===== src/rtl/program_loader.sv =====
// Program-store write side: operator keyed byte entry into a DEPTH-entry RAM, registered fetch port.
// Optional LOADER_CHECKSUM_EN adds a running mod-256 checksum of accepted writes.
module program_loader #(
    parameter int          ADDR_W     = 4,
    parameter logic [7:0]  FILL_VALUE = 8'hFF
) (
    input  logic              clk_i,
    input  logic              reset_i,
    input  logic              mode_prog_i,
    input  logic [7:0]        wr_data_i,
    input  logic              wr_strobe_i,
    input  logic              addr_load_i,
    input  logic              clr_req_i,
    input  logic [ADDR_W-1:0] rd_addr_i,
    output logic [7:0]        rd_data_o,
    output logic [ADDR_W-1:0] wr_ptr_o,
    output logic [ADDR_W:0]   count_o,
    output logic              full_o,
    output logic              overflow_o,
`ifdef LOADER_CHECKSUM_EN
    output logic [7:0]        checksum_o,
`endif
    output logic              busy_o
);
    localparam int DEPTH = 2**ADDR_W;
    localparam logic [ADDR_W:0]   FULL_CNT = {1'b1, {ADDR_W{1'b0}}};
    localparam logic [ADDR_W-1:0] LAST_IDX = {ADDR_W{1'b1}};

    typedef enum logic [1:0] {S_CLEAR, S_IDLE, S_PROG} state_t;

    state_t            state_q, state_d;
    logic [ADDR_W-1:0] clr_idx_q, clr_idx_d;
    logic [ADDR_W-1:0] wr_ptr_q, wr_ptr_d;
    logic [ADDR_W:0]   count_q, count_d;
    logic              overflow_q, overflow_d;
    logic [7:0]        rd_data_q;
    logic              full;

    logic              mem_we;
    logic [ADDR_W-1:0] mem_addr;
    logic [7:0]        mem_wdata;
    logic [7:0]        mem [DEPTH];

`ifdef LOADER_CHECKSUM_EN
    logic [7:0] checksum_q, checksum_d;
`endif

    assign full = (count_q == FULL_CNT);

    always_comb begin
        state_d    = state_q;
        clr_idx_d  = clr_idx_q;
        wr_ptr_d   = wr_ptr_q;
        count_d    = count_q;
        overflow_d = overflow_q;
        mem_we     = 1'b0;
        mem_addr   = wr_ptr_q;
        mem_wdata  = wr_data_i;
`ifdef LOADER_CHECKSUM_EN
        checksum_d = checksum_q;
`endif
        case (state_q)
            S_CLEAR: begin
                // One fill write per cycle; clr_idx wraps back to 0 ready for the next CLEAR.
                mem_we    = 1'b1;
                mem_addr  = clr_idx_q;
                mem_wdata = FILL_VALUE;
                clr_idx_d = clr_idx_q + 1'b1;
                if (clr_idx_q == LAST_IDX) begin
                    state_d  = mode_prog_i ? S_PROG : S_IDLE;
                    wr_ptr_d = '0;
                    count_d  = '0;
`ifdef LOADER_CHECKSUM_EN
                    checksum_d = '0;
`endif
                end
            end
            S_IDLE: begin
                if (mode_prog_i) state_d = S_PROG;
            end
            S_PROG: begin
                if (clr_req_i) begin
                    state_d    = S_CLEAR;
                    overflow_d = 1'b0;
                end else begin
                    if (!mode_prog_i) state_d = S_IDLE;
                    if (addr_load_i) begin
                        wr_ptr_d = wr_data_i[ADDR_W-1:0];
                    end else if (wr_strobe_i) begin
                        if (full) begin
                            overflow_d = 1'b1;
                        end else begin
                            mem_we   = 1'b1;
                            wr_ptr_d = wr_ptr_q + 1'b1;
                            count_d  = count_q + 1'b1;
`ifdef LOADER_CHECKSUM_EN
                            checksum_d = checksum_q + wr_data_i;
`endif
                        end
                    end
                end
            end
            default: state_d = S_CLEAR;
        endcase
    end

    always_ff @(posedge clk_i or posedge reset_i) begin
        if (reset_i) begin
            state_q    <= S_CLEAR;
            clr_idx_q  <= '0;
            wr_ptr_q   <= '0;
            count_q    <= '0;
            overflow_q <= 1'b0;
            rd_data_q  <= FILL_VALUE;
`ifdef LOADER_CHECKSUM_EN
            checksum_q <= '0;
`endif
        end else begin
            state_q    <= state_d;
            clr_idx_q  <= clr_idx_d;
            wr_ptr_q   <= wr_ptr_d;
            count_q    <= count_d;
            overflow_q <= overflow_d;
            // The processor sees no-ops whenever the store is being edited or filled.
            rd_data_q  <= (state_q == S_IDLE) ? mem[rd_addr_i] : FILL_VALUE;
`ifdef LOADER_CHECKSUM_EN
            checksum_q <= checksum_d;
`endif
        end
    end

    // RAM has no reset; CLEAR initialises it after every reset.
    always_ff @(posedge clk_i) begin
        if (mem_we) mem[mem_addr] <= mem_wdata;
    end

    assign rd_data_o  = rd_data_q;
    assign wr_ptr_o   = wr_ptr_q;
    assign count_o    = count_q;
    assign full_o     = full;
    assign overflow_o = overflow_q;
    assign busy_o     = (state_q == S_CLEAR);
`ifdef LOADER_CHECKSUM_EN
    assign checksum_o = checksum_q;
`endif
endmodule


===== config.mk =====
export PLATFORM = sky130hd
export DESIGN_NAME = program_loader
export DESIGN_NICKNAME = d
export VERILOG_FILES = /design/src/rtl/program_loader.sv
export SDC_FILE = /design/constraint.sdc
export NUM_CORES = 1
export LEC_CHECK = 0
export ABC_AREA = 1
export CAP_MARGIN = 20
export CORE_UTILIZATION = 50
export CTS_BUF_LIST = sky130_fd_sc_hd__clkbuf_16
export CTS_CLUSTER_DIAMETER = 80
export DETAILED_ROUTE_END_ITERATION = 8
export HOLD_SLACK_MARGIN = 0.03
export PLACE_DENSITY = 0.73
export SYNTH_ARGS = -nofsm -noshare
export SYNTH_HDL_FRONTEND = slang
export SYNTH_SLANG_ARGS = --single-unit

===== constraint.sdc =====
create_clock -name clk_i -period 3.45 [get_ports clk_i]
set_clock_uncertainty 0.15 [all_clocks]
set_input_delay 0.69 -clock clk_i [delete_from_list [all_inputs] [get_ports clk_i]]
set_output_delay 0.69 -clock clk_i [all_outputs]
set_load 0.03 [all_outputs]

==> flow_summary.yaml <==
yosys:
  yosys-top-cells-area: "edfxtp_1, nand2_1, nand3_1, dfrtp_1, inv_1"
  synth_top_cell_by_area: "edfxtp_1"
  synth.avg_cell_area_um2: 9.926
  synth_nets: 714
  synth_warnings: 0
  synth_ff_type: "edfxtp_1"
  ys_seq_area_share_pct: 64.85
  ys_ff_latch: 152
  netlist_instances: 692
  synthArstFlopShare_pct: 15.79
  ys_types: 33
  syn_area_um2: 6869
  synth.top_cell.area_share_pct: 55.96
  synth_edf_count: 128
worst_setup_path:
  endpoint_kind: "primary output"
  crit_type: "reg2out"
  start_kind: "flop"
  worstPathRequired_ps: 2610
  arrival_ps: 2090
  path_max_fanout: 6
clock_tree:
  post_cts_buffers: 0
  cts_tree: "built"
  h-tree-depth: 4
  cts_sinks: 152
  cts_buffer_depth: 2
  cts.clk_slew.worst_paths_ps: 60
  post_cts_resize_count: 0
  cts_buffers: 17
  root_buffer: "clkbuf_16"
  clock_latency_ps: 430
  cts_hold_buffers: 0
detailed_routing:
  viasPerCell: 5.285
  first_iter_violations: 511
  drcViolationCount: 0
  ant_nets: 0
  drt-wirelength-per-cell_um: 16.69
  drtPass1Iterations: 6
  via_count: 4841
  wl_mm: 15.29
power:
  power.share.sequential_pct: 42.3
  p_leak_nw: 3.471
  share_clk_of_total_power_pct: 33.8
  intPower_mw: 4.184
  power_per_cell_area_nw_per_um2: 755.1
  ir_worst_vdd_uv: 418.3
  p_sw_mw: 1.897
  combPwrFrac_pct: 23.9
  swShare_pct: 31.20
min_path:
  worstHoldPathType: "in2async"
finish:
  area_growth_pct: 17.23
  utilization_pct: 60.57
  multiInputGateArea_um2: 1888
  drive_above_1_share_pct: 9.865
  fill_cells: 1099
  fin_cells: 916
  layout_common_cells: "nand2_1, edfxtp_1, nand3_1"
  register_area_um2: 4454
  n_antenna_cell: 0
  final_common_cell: "nand2_1"
  nets: 749
sta:
  worstMarginPinSlew_ps: 1038
  fin_crit_ps: 2932
  drv_slew: 0
  setup-tns-final_ps: 0
  relSlewSlack_pct: 30.67
  rsz0062_at_grt: "false"
  fin_crit_sh_pct: 84.98
  hold_viol: 0
  setup_viol: 0
  fin_ws_ps: 518.1
  fmax_mhz: 341.1
die:
  dieArea_um2: 14210
  rows: 42
  ioPinCount: 38
  die_x_um: 119.2
  core_um2: 13300
  dieHeight_um: 119.2
  initial_utilization_pct: 51.67
grt:
  grt_pass1_vias: 4780
  grt_max_degree: 65
  antenna_found_initial: 0
  gr-total-overflow: 0
  grt_pass1_wl_mm: 24.39
  grt_use_total_pct: 23.26
status:
  status: "finished, final reports clean"
place:
  hpwl_mm: 9.856
  pre_cts_ws_ps: 637.1
  io_buffers: 37
  dp.cells: 883
  place_congestion: 0.8563
run:
  maxCapViolCount: 0
==> final timing paths <==
check / to / start / cells past startpoint / slack (ps)
min in group clk_i: clr_idx_q[2]$_DFFE_PP0P_ / clr_idx_q[2]$_DFFE_PP0P_ / 1 / 390
worst min register to register: clr_idx_q[2]$_DFFE_PP0P_ / clr_idx_q[2]$_DFFE_PP0P_ / 1 / 390
worst max register to register: mem[8][0]$_DFFE_PP_ / state_q[0]$_DFFE_PP0P_ / 6 / 990
worst min-delay path: count_o[3]$_DFFE_PP0P_ / reset_i / 2 / 310
worst max-delay path: full_o / count_o[0]$_DFFE_PP0P_ / 7 / 520
max in group asynchronous: rd_data_o[0]$_DFF_PP1_ / reset_i / 3 / 2390
==> synth_stat cells (2+ instances only) <==
cell type / instances
nor2_1: 10
clkbuf_1: 15
nand3_1: 108
buf_2: 9
inv_2: 4
nand2_1: 234
ha_1: 4
inv_1: 103
dfstp_2: 8
xor2_1: 2
edfxtp_1: 128
xnor2_1: 4
o22ai_1: 2
dfrtp_1: 16
a22oi_1: 2
o21ai_2: 3
or2_2: 8
nor2_2: 4
a21oi_1: 2
o21ai_0: 12
nand2_2: 2
==> routing by layer <==
layer  track usage (%)  routed length (um)  vias up
met5                 0                   0        -
met4             10.21                 492        0
met3             7.040                1218       47
met2             35.79                7195      223
met1             30.49                6382     2261
li1                  -                   -     2310
==> power groups by stage <==
stage | Clock (mW) | Combinational [mW] | Sequential (mW)
after floorplan | 0 | 0.851 | 2.68
final | 2.05 | 1.46 | 2.57
after detailed placement | 0 | 1.45 | 2.61
after global routing | 2.15 | 1.60 | 2.60
after CTS | 2.07 | 1.45 | 2.57
after global placement | 0 | 1.41 | 2.60
==> logic make-up (layout without fill, tap and decap cells) <==
kind of cell | count (synthesis) | after routing | share of synthesized area (%)
AND/OR/NAND/NOR | 373 | 373 | 23.84
flip-flops | 152 | 152 | 64.85
buffers and inverters | 134 | 182 | 7.668
AO/OA/AOI/OAI | 23 | 23 | 2.149
XOR/XNOR | 6 | 6 | 0.7650
adder cells (fa/ha/maj) | 4 | 4 | 0.7286
==> flip-flops by register name, indices dropped and copies added, names as in the netlist <==
signal / cells
clr_idx_q: 4
rd_data_o: 8
overflow_o: 1
mem: 128
state_q: 2
count_o: 5
wr_ptr_o: 4
==> through the flow <==
stage / hold WS, ps / total power, mW / cell area, um^2
global placement: 368.1 / 4.009 / 7368
detailed placement: 388.5 / 4.053 / 7368
floorplan: 336.0 / 3.529 / 6869
global route: 336.8 / 6.342 / 8053
CTS: 397.9 / 6.093 / 8025
finish: 305.2 / 6.081 / 8053
==> worst max-delay path, stage by stage, from the launching register on <==
cell and delay (ps):
dfrtp_1 440, inv_1 80, ha_1 140, nand2_1 50, inv_1 60, nand2_1 110
inv_1 110, clkdlybuf4s50_1 680
==> layout make-up <==
cell class              instances  share of cell area (%)
inverters                     108                   5.096
flip-flops and latches        152                   55.31
well taps                     176                   2.735
multi-input cells             406                   23.45
clock buffers                  17                   5.283
clock inverters                15                   2.874
repair buffers                 42                   5.252
Power figures use the tool's default switching activity.
